**config.mk**
```make
export PLATFORM = sky130hd
export DESIGN_NAME = pipe_hazard_regs_flat
export DESIGN_NICKNAME = d
export VERILOG_FILES = /design/src/rtl/pipe_hazard_regs_if.sv /design/src/rtl/pipe_hazard_regs.sv /design/src/flat_wrapper.sv
export SDC_FILE = /design/constraint.sdc
export NUM_CORES = 1
export LEC_CHECK = 0
export ABC_AREA = 1
export ABC_CLOCK_PERIOD_IN_PS = 1500
export CAP_MARGIN = 40
export CORE_MARGIN = 2
export CORE_UTILIZATION = 42
export CTS_CLUSTER_SIZE = 30
export DETAILED_ROUTE_END_ITERATION = 12
export PLACE_DENSITY = 0.75
export SYNTH_ARGS = -nofsm -noshare
export SYNTH_HDL_FRONTEND = slang
export SYNTH_SLANG_ARGS = --single-unit
```
**constraint.sdc**
```tcl
create_clock -name clk -period 1.5 [get_ports clk]
set_input_delay 0.3 -clock clk [delete_from_list [all_inputs] [get_ports clk]]
set_output_delay 0.3 -clock clk [all_outputs]
set_load 0.02 [all_outputs]
```
**src/rtl/pipe_hazard_regs_if.sv**
```systemverilog
// Pipeline register bundle: decode-stage inputs, hazard controls and the
// registered E/M/W views plus event counters.
interface pipe_hazard_regs_if #(
   parameter int CNT_W = 16
);
   logic [31:0]      InstrF;
   logic [3:0]       RA1D, RA2D, WA3D;
   logic             RegWriteD, MemtoRegD, MemWriteD;
   logic             StallD, FlushD, FlushE;

   logic [31:0]      InstrD;
   logic [3:0]       RA1E, RA2E, WA3E;
   logic             RegWriteE, MemtoRegE, MemWriteE, ValidE;
   logic [3:0]       WA3M;
   logic             RegWriteM, MemtoRegM, MemWriteM, ValidM;
   logic [3:0]       WA3W;
   logic             RegWriteW, MemtoRegW, ValidW;
   logic [CNT_W-1:0] StallCnt, FlushCnt;
   logic [31:0]      RetireCnt;

   modport master (
      output InstrF, RA1D, RA2D, WA3D, RegWriteD, MemtoRegD, MemWriteD,
             StallD, FlushD, FlushE,
      input  InstrD, RA1E, RA2E, WA3E, RegWriteE, MemtoRegE, MemWriteE, ValidE,
             WA3M, RegWriteM, MemtoRegM, MemWriteM, ValidM,
             WA3W, RegWriteW, MemtoRegW, ValidW,
             StallCnt, FlushCnt, RetireCnt
   );

   modport slave (
      input  InstrF, RA1D, RA2D, WA3D, RegWriteD, MemtoRegD, MemWriteD,
             StallD, FlushD, FlushE,
      output InstrD, RA1E, RA2E, WA3E, RegWriteE, MemtoRegE, MemWriteE, ValidE,
             WA3M, RegWriteM, MemtoRegM, MemWriteM, ValidM,
             WA3W, RegWriteW, MemtoRegW, ValidW,
             StallCnt, FlushCnt, RetireCnt
   );
endinterface

```
**src/rtl/pipe_hazard_regs.sv**
```systemverilog
// F/D, D/E, E/M and M/W pipeline registers with stall/flush handling and
// saturating stall/flush counters plus a wrapping retire counter.
module pipe_hazard_regs #(
   parameter int CNT_W = 16
) (
   input logic               clk,
   input logic               rst,
   pipe_hazard_regs_if.slave bus
);

   typedef struct packed {
      logic [3:0] ra1;
      logic [3:0] ra2;
      logic [3:0] wa3;
      logic       reg_write;
      logic       mem_to_reg;
      logic       mem_write;
      logic       valid;
   } de_t;

   typedef struct packed {
      logic [3:0] wa3;
      logic       reg_write;
      logic       mem_to_reg;
      logic       mem_write;
      logic       valid;
   } em_t;

   typedef struct packed {
      logic [3:0] wa3;
      logic       reg_write;
      logic       mem_to_reg;
      logic       valid;
   } mw_t;

   localparam logic [CNT_W-1:0] CNT_MAX = '1;
   localparam logic [CNT_W-1:0] CNT_ONE = {{(CNT_W-1){1'b0}}, 1'b1};

   logic [31:0]      instr_d_q, instr_d_d;
   logic             valid_d_q, valid_d_d;
   de_t              de_q, de_d;
   em_t              em_q, em_d;
   mw_t              mw_q, mw_d;
   logic [CNT_W-1:0] stall_cnt_q, stall_cnt_d;
   logic [CNT_W-1:0] flush_cnt_q, flush_cnt_d;
   logic [31:0]      retire_cnt_q, retire_cnt_d;

   // FlushD wins over StallD so a squashed slot never lingers as a held one.
   always_comb begin
      // NOTE: every combinational output gets a default first; a missing branch would otherwise infer a latch.
      instr_d_d = instr_d_q;
      valid_d_d = valid_d_q;
      if (bus.FlushD) begin
         instr_d_d = '0;
         valid_d_d = 1'b0;
      end else if (!bus.StallD) begin
         instr_d_d = bus.InstrF;
         valid_d_d = 1'b1;
      end
   end

   always_comb begin
      de_d = '0;
      if (!bus.FlushE) begin
         de_d.ra1        = bus.RA1D;
         de_d.ra2        = bus.RA2D;
         de_d.wa3        = bus.WA3D;
         de_d.reg_write  = bus.RegWriteD;
         de_d.mem_to_reg = bus.MemtoRegD;
         de_d.mem_write  = bus.MemWriteD;
         de_d.valid      = valid_d_q;
      end
   end

   always_comb begin
      em_d = '{wa3: de_q.wa3, reg_write: de_q.reg_write, mem_to_reg: de_q.mem_to_reg,
               mem_write: de_q.mem_write, valid: de_q.valid};
      mw_d = '{wa3: em_q.wa3, reg_write: em_q.reg_write, mem_to_reg: em_q.mem_to_reg,
               valid: em_q.valid};
   end

   // A cycle with both flushes is one flush event.
   always_comb begin
      stall_cnt_d  = stall_cnt_q;
      flush_cnt_d  = flush_cnt_q;
      if (bus.StallD && (stall_cnt_q != CNT_MAX)) stall_cnt_d = stall_cnt_q + CNT_ONE;
      if ((bus.FlushD || bus.FlushE) && (flush_cnt_q != CNT_MAX)) flush_cnt_d = flush_cnt_q + CNT_ONE;
      retire_cnt_d = retire_cnt_q + {31'd0, mw_q.valid};
   end

   always_ff @(posedge clk) begin
      // NOTE: all state uses non-blocking assignment so every register samples pre-edge values.
      if (rst) begin
         instr_d_q    <= '0;
         valid_d_q    <= 1'b0;
         de_q         <= '0;
         em_q         <= '0;
         mw_q         <= '0;
         stall_cnt_q  <= '0;
         flush_cnt_q  <= '0;
         retire_cnt_q <= '0;
      end else begin
         instr_d_q    <= instr_d_d;
         valid_d_q    <= valid_d_d;
         de_q         <= de_d;
         em_q         <= em_d;
         mw_q         <= mw_d;
         stall_cnt_q  <= stall_cnt_d;
         flush_cnt_q  <= flush_cnt_d;
         retire_cnt_q <= retire_cnt_d;
      end
   end

   assign bus.InstrD    = instr_d_q;
   assign bus.RA1E      = de_q.ra1;
   assign bus.RA2E      = de_q.ra2;
   assign bus.WA3E      = de_q.wa3;
   assign bus.RegWriteE = de_q.reg_write;
   assign bus.MemtoRegE = de_q.mem_to_reg;
   assign bus.MemWriteE = de_q.mem_write;
   assign bus.ValidE    = de_q.valid;
   assign bus.WA3M      = em_q.wa3;
   assign bus.RegWriteM = em_q.reg_write;
   assign bus.MemtoRegM = em_q.mem_to_reg;
   assign bus.MemWriteM = em_q.mem_write;
   assign bus.ValidM    = em_q.valid;
   assign bus.WA3W      = mw_q.wa3;
   assign bus.RegWriteW = mw_q.reg_write;
   assign bus.MemtoRegW = mw_q.mem_to_reg;
   assign bus.ValidW    = mw_q.valid;
   assign bus.StallCnt  = stall_cnt_q;
   assign bus.FlushCnt  = flush_cnt_q;
   assign bus.RetireCnt = retire_cnt_q;

endmodule
```
**src/flat_wrapper.sv**
```systemverilog
// flat-port wrapper written by rule: the top's interface ports become plain ports
module pipe_hazard_regs_flat 
#(
   parameter int CNT_W = 16
)
  (clk, rst, bus_InstrF, bus_RA1D, bus_RA2D, bus_WA3D, bus_RegWriteD, bus_MemtoRegD, bus_MemWriteD, bus_StallD, bus_FlushD, bus_FlushE, bus_InstrD, bus_RA1E, bus_RA2E, bus_WA3E, bus_RegWriteE, bus_MemtoRegE, bus_MemWriteE, bus_ValidE, bus_WA3M, bus_RegWriteM, bus_MemtoRegM, bus_MemWriteM, bus_ValidM, bus_WA3W, bus_RegWriteW, bus_MemtoRegW, bus_ValidW, bus_StallCnt, bus_FlushCnt, bus_RetireCnt);
  pipe_hazard_regs_if #(.CNT_W(CNT_W)) bus_i ();
  input logic clk;
  input logic rst;
  input wire logic [$bits(bus_i.InstrF)-1:0] bus_InstrF;
  input wire logic [$bits(bus_i.RA1D)-1:0] bus_RA1D;
  input wire logic [$bits(bus_i.RA2D)-1:0] bus_RA2D;
  input wire logic [$bits(bus_i.WA3D)-1:0] bus_WA3D;
  input wire logic [$bits(bus_i.RegWriteD)-1:0] bus_RegWriteD;
  input wire logic [$bits(bus_i.MemtoRegD)-1:0] bus_MemtoRegD;
  input wire logic [$bits(bus_i.MemWriteD)-1:0] bus_MemWriteD;
  input wire logic [$bits(bus_i.StallD)-1:0] bus_StallD;
  input wire logic [$bits(bus_i.FlushD)-1:0] bus_FlushD;
  input wire logic [$bits(bus_i.FlushE)-1:0] bus_FlushE;
  output wire logic [$bits(bus_i.InstrD)-1:0] bus_InstrD;
  output wire logic [$bits(bus_i.RA1E)-1:0] bus_RA1E;
  output wire logic [$bits(bus_i.RA2E)-1:0] bus_RA2E;
  output wire logic [$bits(bus_i.WA3E)-1:0] bus_WA3E;
  output wire logic [$bits(bus_i.RegWriteE)-1:0] bus_RegWriteE;
  output wire logic [$bits(bus_i.MemtoRegE)-1:0] bus_MemtoRegE;
  output wire logic [$bits(bus_i.MemWriteE)-1:0] bus_MemWriteE;
  output wire logic [$bits(bus_i.ValidE)-1:0] bus_ValidE;
  output wire logic [$bits(bus_i.WA3M)-1:0] bus_WA3M;
  output wire logic [$bits(bus_i.RegWriteM)-1:0] bus_RegWriteM;
  output wire logic [$bits(bus_i.MemtoRegM)-1:0] bus_MemtoRegM;
  output wire logic [$bits(bus_i.MemWriteM)-1:0] bus_MemWriteM;
  output wire logic [$bits(bus_i.ValidM)-1:0] bus_ValidM;
  output wire logic [$bits(bus_i.WA3W)-1:0] bus_WA3W;
  output wire logic [$bits(bus_i.RegWriteW)-1:0] bus_RegWriteW;
  output wire logic [$bits(bus_i.MemtoRegW)-1:0] bus_MemtoRegW;
  output wire logic [$bits(bus_i.ValidW)-1:0] bus_ValidW;
  output wire logic [$bits(bus_i.StallCnt)-1:0] bus_StallCnt;
  output wire logic [$bits(bus_i.FlushCnt)-1:0] bus_FlushCnt;
  output wire logic [$bits(bus_i.RetireCnt)-1:0] bus_RetireCnt;
  assign bus_i.InstrF = bus_InstrF;
  assign bus_i.RA1D = bus_RA1D;
  assign bus_i.RA2D = bus_RA2D;
  assign bus_i.WA3D = bus_WA3D;
  assign bus_i.RegWriteD = bus_RegWriteD;
  assign bus_i.MemtoRegD = bus_MemtoRegD;
  assign bus_i.MemWriteD = bus_MemWriteD;
  assign bus_i.StallD = bus_StallD;
  assign bus_i.FlushD = bus_FlushD;
  assign bus_i.FlushE = bus_FlushE;
  assign bus_InstrD = bus_i.InstrD;
  assign bus_RA1E = bus_i.RA1E;
  assign bus_RA2E = bus_i.RA2E;
  assign bus_WA3E = bus_i.WA3E;
  assign bus_RegWriteE = bus_i.RegWriteE;
  assign bus_MemtoRegE = bus_i.MemtoRegE;
  assign bus_MemWriteE = bus_i.MemWriteE;
  assign bus_ValidE = bus_i.ValidE;
  assign bus_WA3M = bus_i.WA3M;
  assign bus_RegWriteM = bus_i.RegWriteM;
  assign bus_MemtoRegM = bus_i.MemtoRegM;
  assign bus_MemWriteM = bus_i.MemWriteM;
  assign bus_ValidM = bus_i.ValidM;
  assign bus_WA3W = bus_i.WA3W;
  assign bus_RegWriteW = bus_i.RegWriteW;
  assign bus_MemtoRegW = bus_i.MemtoRegW;
  assign bus_ValidW = bus_i.ValidW;
  assign bus_StallCnt = bus_i.StallCnt;
  assign bus_FlushCnt = bus_i.FlushCnt;
  assign bus_RetireCnt = bus_i.RetireCnt;
  pipe_hazard_regs #(.CNT_W(CNT_W)) u_core (.clk(clk), .rst(rst), .bus(bus_i));
endmodule
```
==> flow_summary.ini <==
[status]
status = complete, no violations

[grt]
grt_pass1_vias = 5263
grt_use_met2_pct = 35.42
top_usage_layer = met2
grt-ovfl-total = 0
use_met1_pct = 25.56
grt_pass1_wl_um = 24510
grt_max_degree = 34
grt_use_total_pct = 21.67
antenna_found_initial = 0
met3_usage_pct = 9.205

[critical_path]
required_ps = 1800
crit_path_end_kind = flip-flop
startpoint_type = flip-flop
ff2ff_setup_slack_ps = 0.2
cp.arrival_ps = 1800
critPathKind = reg2reg
crit_fanout = 5

[yosys]
syn_nets = 836
ys_warn_count = 0
netlist.area_leader.share_pct = 47.29
async_reset_ff_share_pct = 0
ys.flop_type = dfxtp_1
yosysTopAreaCell = dfxtp_1
yosysUniqueCellTypes = 29
ys_ff_latch = 128
synthCells = 779
syn_avg_cell_area_um2 = 6.956
synth-edff-count = 0
syn_area_mm2 = 0.005419
ys_top_cells_by_area = dfxtp_1 (47%), nand2_1 (15%), nor2_1 (11%), a21oi_1 (6.9%), inv_1 (4.9%)
ys_seq_area_share_pct = 47.29

[detailed_routing]
drt-wirelength-per-cell_um = 12.88
drt-initial-drc-count = 402
ant_nets = 0
vias_per_cell = 4.748
drt_wl_total_um = 15250
first_pass_iters = 5
num_vias = 5622
drc = 0

[floorplan]
ioPinCount = 179
fp.dieW_um = 117.6
coreArea_mm2 = 0.01262
initial_core_util_pct = 42.94
die_area_mm2 = 0.01383
row_count = 41
fp.dieH_um = 117.6

[placed_design]
hpwl_um = 10780
place_inst = 1145
io_buffers = 178
preCtsSetupSlack_ps = -129.4
dpl_cell_area_mm2 = 0.007664
globalplace.congestion = 0.8694

[power_and_ir_drop]
pwr-share-seq_pct = 41.3
p_leak_uw = 0.003625
p_clk_share_pct = 51.8
power_density_mw_per_mm2 = 1013
p_sw_uw = 1856
vdd_ir_drop_max_uv = 853.8
pwr-share-comb_pct = 6.9
internal-power_uw = 6615
switching_share_pct = 21.91

[clock_network]
htree_levels = 4
cts.clk_slew.worst_paths_ps = 60
clock-root-buffer = clkbuf_16
clkSinkCount = 128
cts_buffers = 17
cts_buffer_depth = 2
clk_latency_ps = 420
cts_tree = built

[finish]
final_area_mm2 = 0.008364
layout-drive-gt1-share_pct = 17.69
area_growth_pct = 54.35
final_cells = 1184
fill_cells = 1151
fin_nets = 1056
n_antenna_cell = 0

[sta]
clock_skew_ps = 5.967
finalCritPeriodShare_pct = 99.99
slew_headroom_pct = 72.49
finalSetupViolations = 0
timing.fmax_ghz = 0.6667
grt_setup_unrepaired = true
setup_tns_ps = 0
worstMarginPinSlew_ps = 412.6
fin_ws_ps = 0.1846
timing.final.crit_period_ps = 1500
hold_viol = 0
whs_ps = 194.5
drv_slew = 0

[flow_run]
maxCapViolations = 0

[worst_hold_path]
min_path_type = in2reg
-- sequential cells by signal, indices dropped and copies added, names as in the netlist, 4 cells and up --
signal                flops
u_core.bus.InstrD        32
u_core.bus.RetireCnt     32
u_core.bus.FlushCnt      16
u_core.bus.StallCnt      16
u_core.bus.RA1E           4
u_core.bus.RA2E           4
u_core.bus.WA3E           4
u_core.bus.WA3M           4
u_core.bus.WA3W           4
-- worst max-delay path, cell delays in order, from the launching register on --
cell and delay [ps]:
dfxtp_2 350, ha_4 140, nand2_2 70, nor2_4 220
nand2_2 110, nor2_4 100, nor2_1 50, buf_4 150
o21ai_0 130, nor2_1 60
-- metrics by stage --
stage          utilization [%]  total power [uW]
4_1_cts                  64.99              8554
3_5_place_dp             60.73              4204
5_1_grt                  66.28              8800
6_report                 66.28              8470
3_3_place_gp             60.73              4198
2_1_floorplan                -              3838
-- layout by cell type, fill, tap and decap left out, types with 4 or more instances in the layout --
master             n
buf_12             4
nand2_1          205
bufinv_16          4
clkbuf_2          21
nor2_1           149
dlygate4sd2_1     82
nand3_1           37
nor3_1             9
nand2_2            7
clkdlybuf4s15_1   16
nor2_4            14
o21ai_0            6
clkdlybuf4s15_2    8
clkbuf_16         17
buf_4             41
clkinvlp_4         4
clkdlybuf4s50_1   50
nand3b_1           8
dfxtp_2           17
o21a_1             4
dfxtp_1          108
nor2_2            13
a21oi_1           74
inv_1             70
-- cells in the mapped netlist (2+ instances only) --
library cell  count
a21oi_1          75
buf_1             4
buf_2             4
buf_6             2
clkbuf_1         12
dfxtp_1         128
ha_1              5
inv_1            71
inv_2             2
nand2_1         213
nand3_1          39
nand3b_1          8
nand4_1           3
nand4_4           2
nor2_1          163
nor2_2           10
nor2_4            3
nor3_1           10
o21a_1            4
o21ai_0           8
o21ai_1           2
xnor2_1           2
xor2_1            3
-- logic make-up (layout without fill, tap and decap cells) --
family / Yosys count / after routing / synth area share, %
flops: 128 / 128 / 47.29
xor+xnor: 5 / 5 / 0.8083
buf+inv: 96 / 328 / 7.088
compound gates: 90 / 90 / 8.520
simple gates: 455 / 456 / 35.14
fa+ha+maj: 5 / 5 / 1.154
-- routing by layer --
layer / vias up / part of all wire, %
met5: - / 0
met4: 0 / 1.6
met3: 22 / 9.0
met2: 209 / 48
met1: 2504 / 41
li1: 2887 / -
-- power by group through the flow --
stage / Clock, uW / Combinational [uW] / Sequential, uW
3_3_place_gp: 0 / 628 / 3570
3_5_place_dp: 0 / 630 / 3570
6_report: 4380 / 588 / 3500
5_1_grt: 4650 / 643 / 3500
4_1_cts: 4460 / 592 / 3500
2_1_floorplan: 0 / 184 / 3650
-- worst paths after layout --
check,from,endpoint,cells after the start
worst max-delay path,u_core.bus.StallCnt[0],u_core.bus.StallCnt[1],9
worst min-delay path,rst,u_core.bus.WA3M[0],2
worst min register to register,u_core.bus.RegWriteE,u_core.bus.RegWriteM,2
worst max register to register,u_core.bus.StallCnt[0],u_core.bus.StallCnt[1],9
-- what timing repair did --
item                                    4_1_cts  5_1_grt
endpoints found under the setup margin      139       96
pin swaps                                     2       16
hold buffers                                  0        0
buffers inserted                              0        6
resized for setup                           166       94
gates cloned                                  0        1
-- final cells by class --
class | instances | area (um^2) | area share [%]
repair buffers | 223 | 1967 | 23.52
inverters | 73 | 274.0 | 3.276
multi-input cells | 556 | 2674 | 31.97
flip-flops and latches | 128 | 2595 | 31.02
clock buffers | 19 | 452.9 | 5.415
clock inverters | 13 | 186.4 | 2.229
well taps | 172 | 215.2 | 2.573
Power figures use the tool's default switching activity.
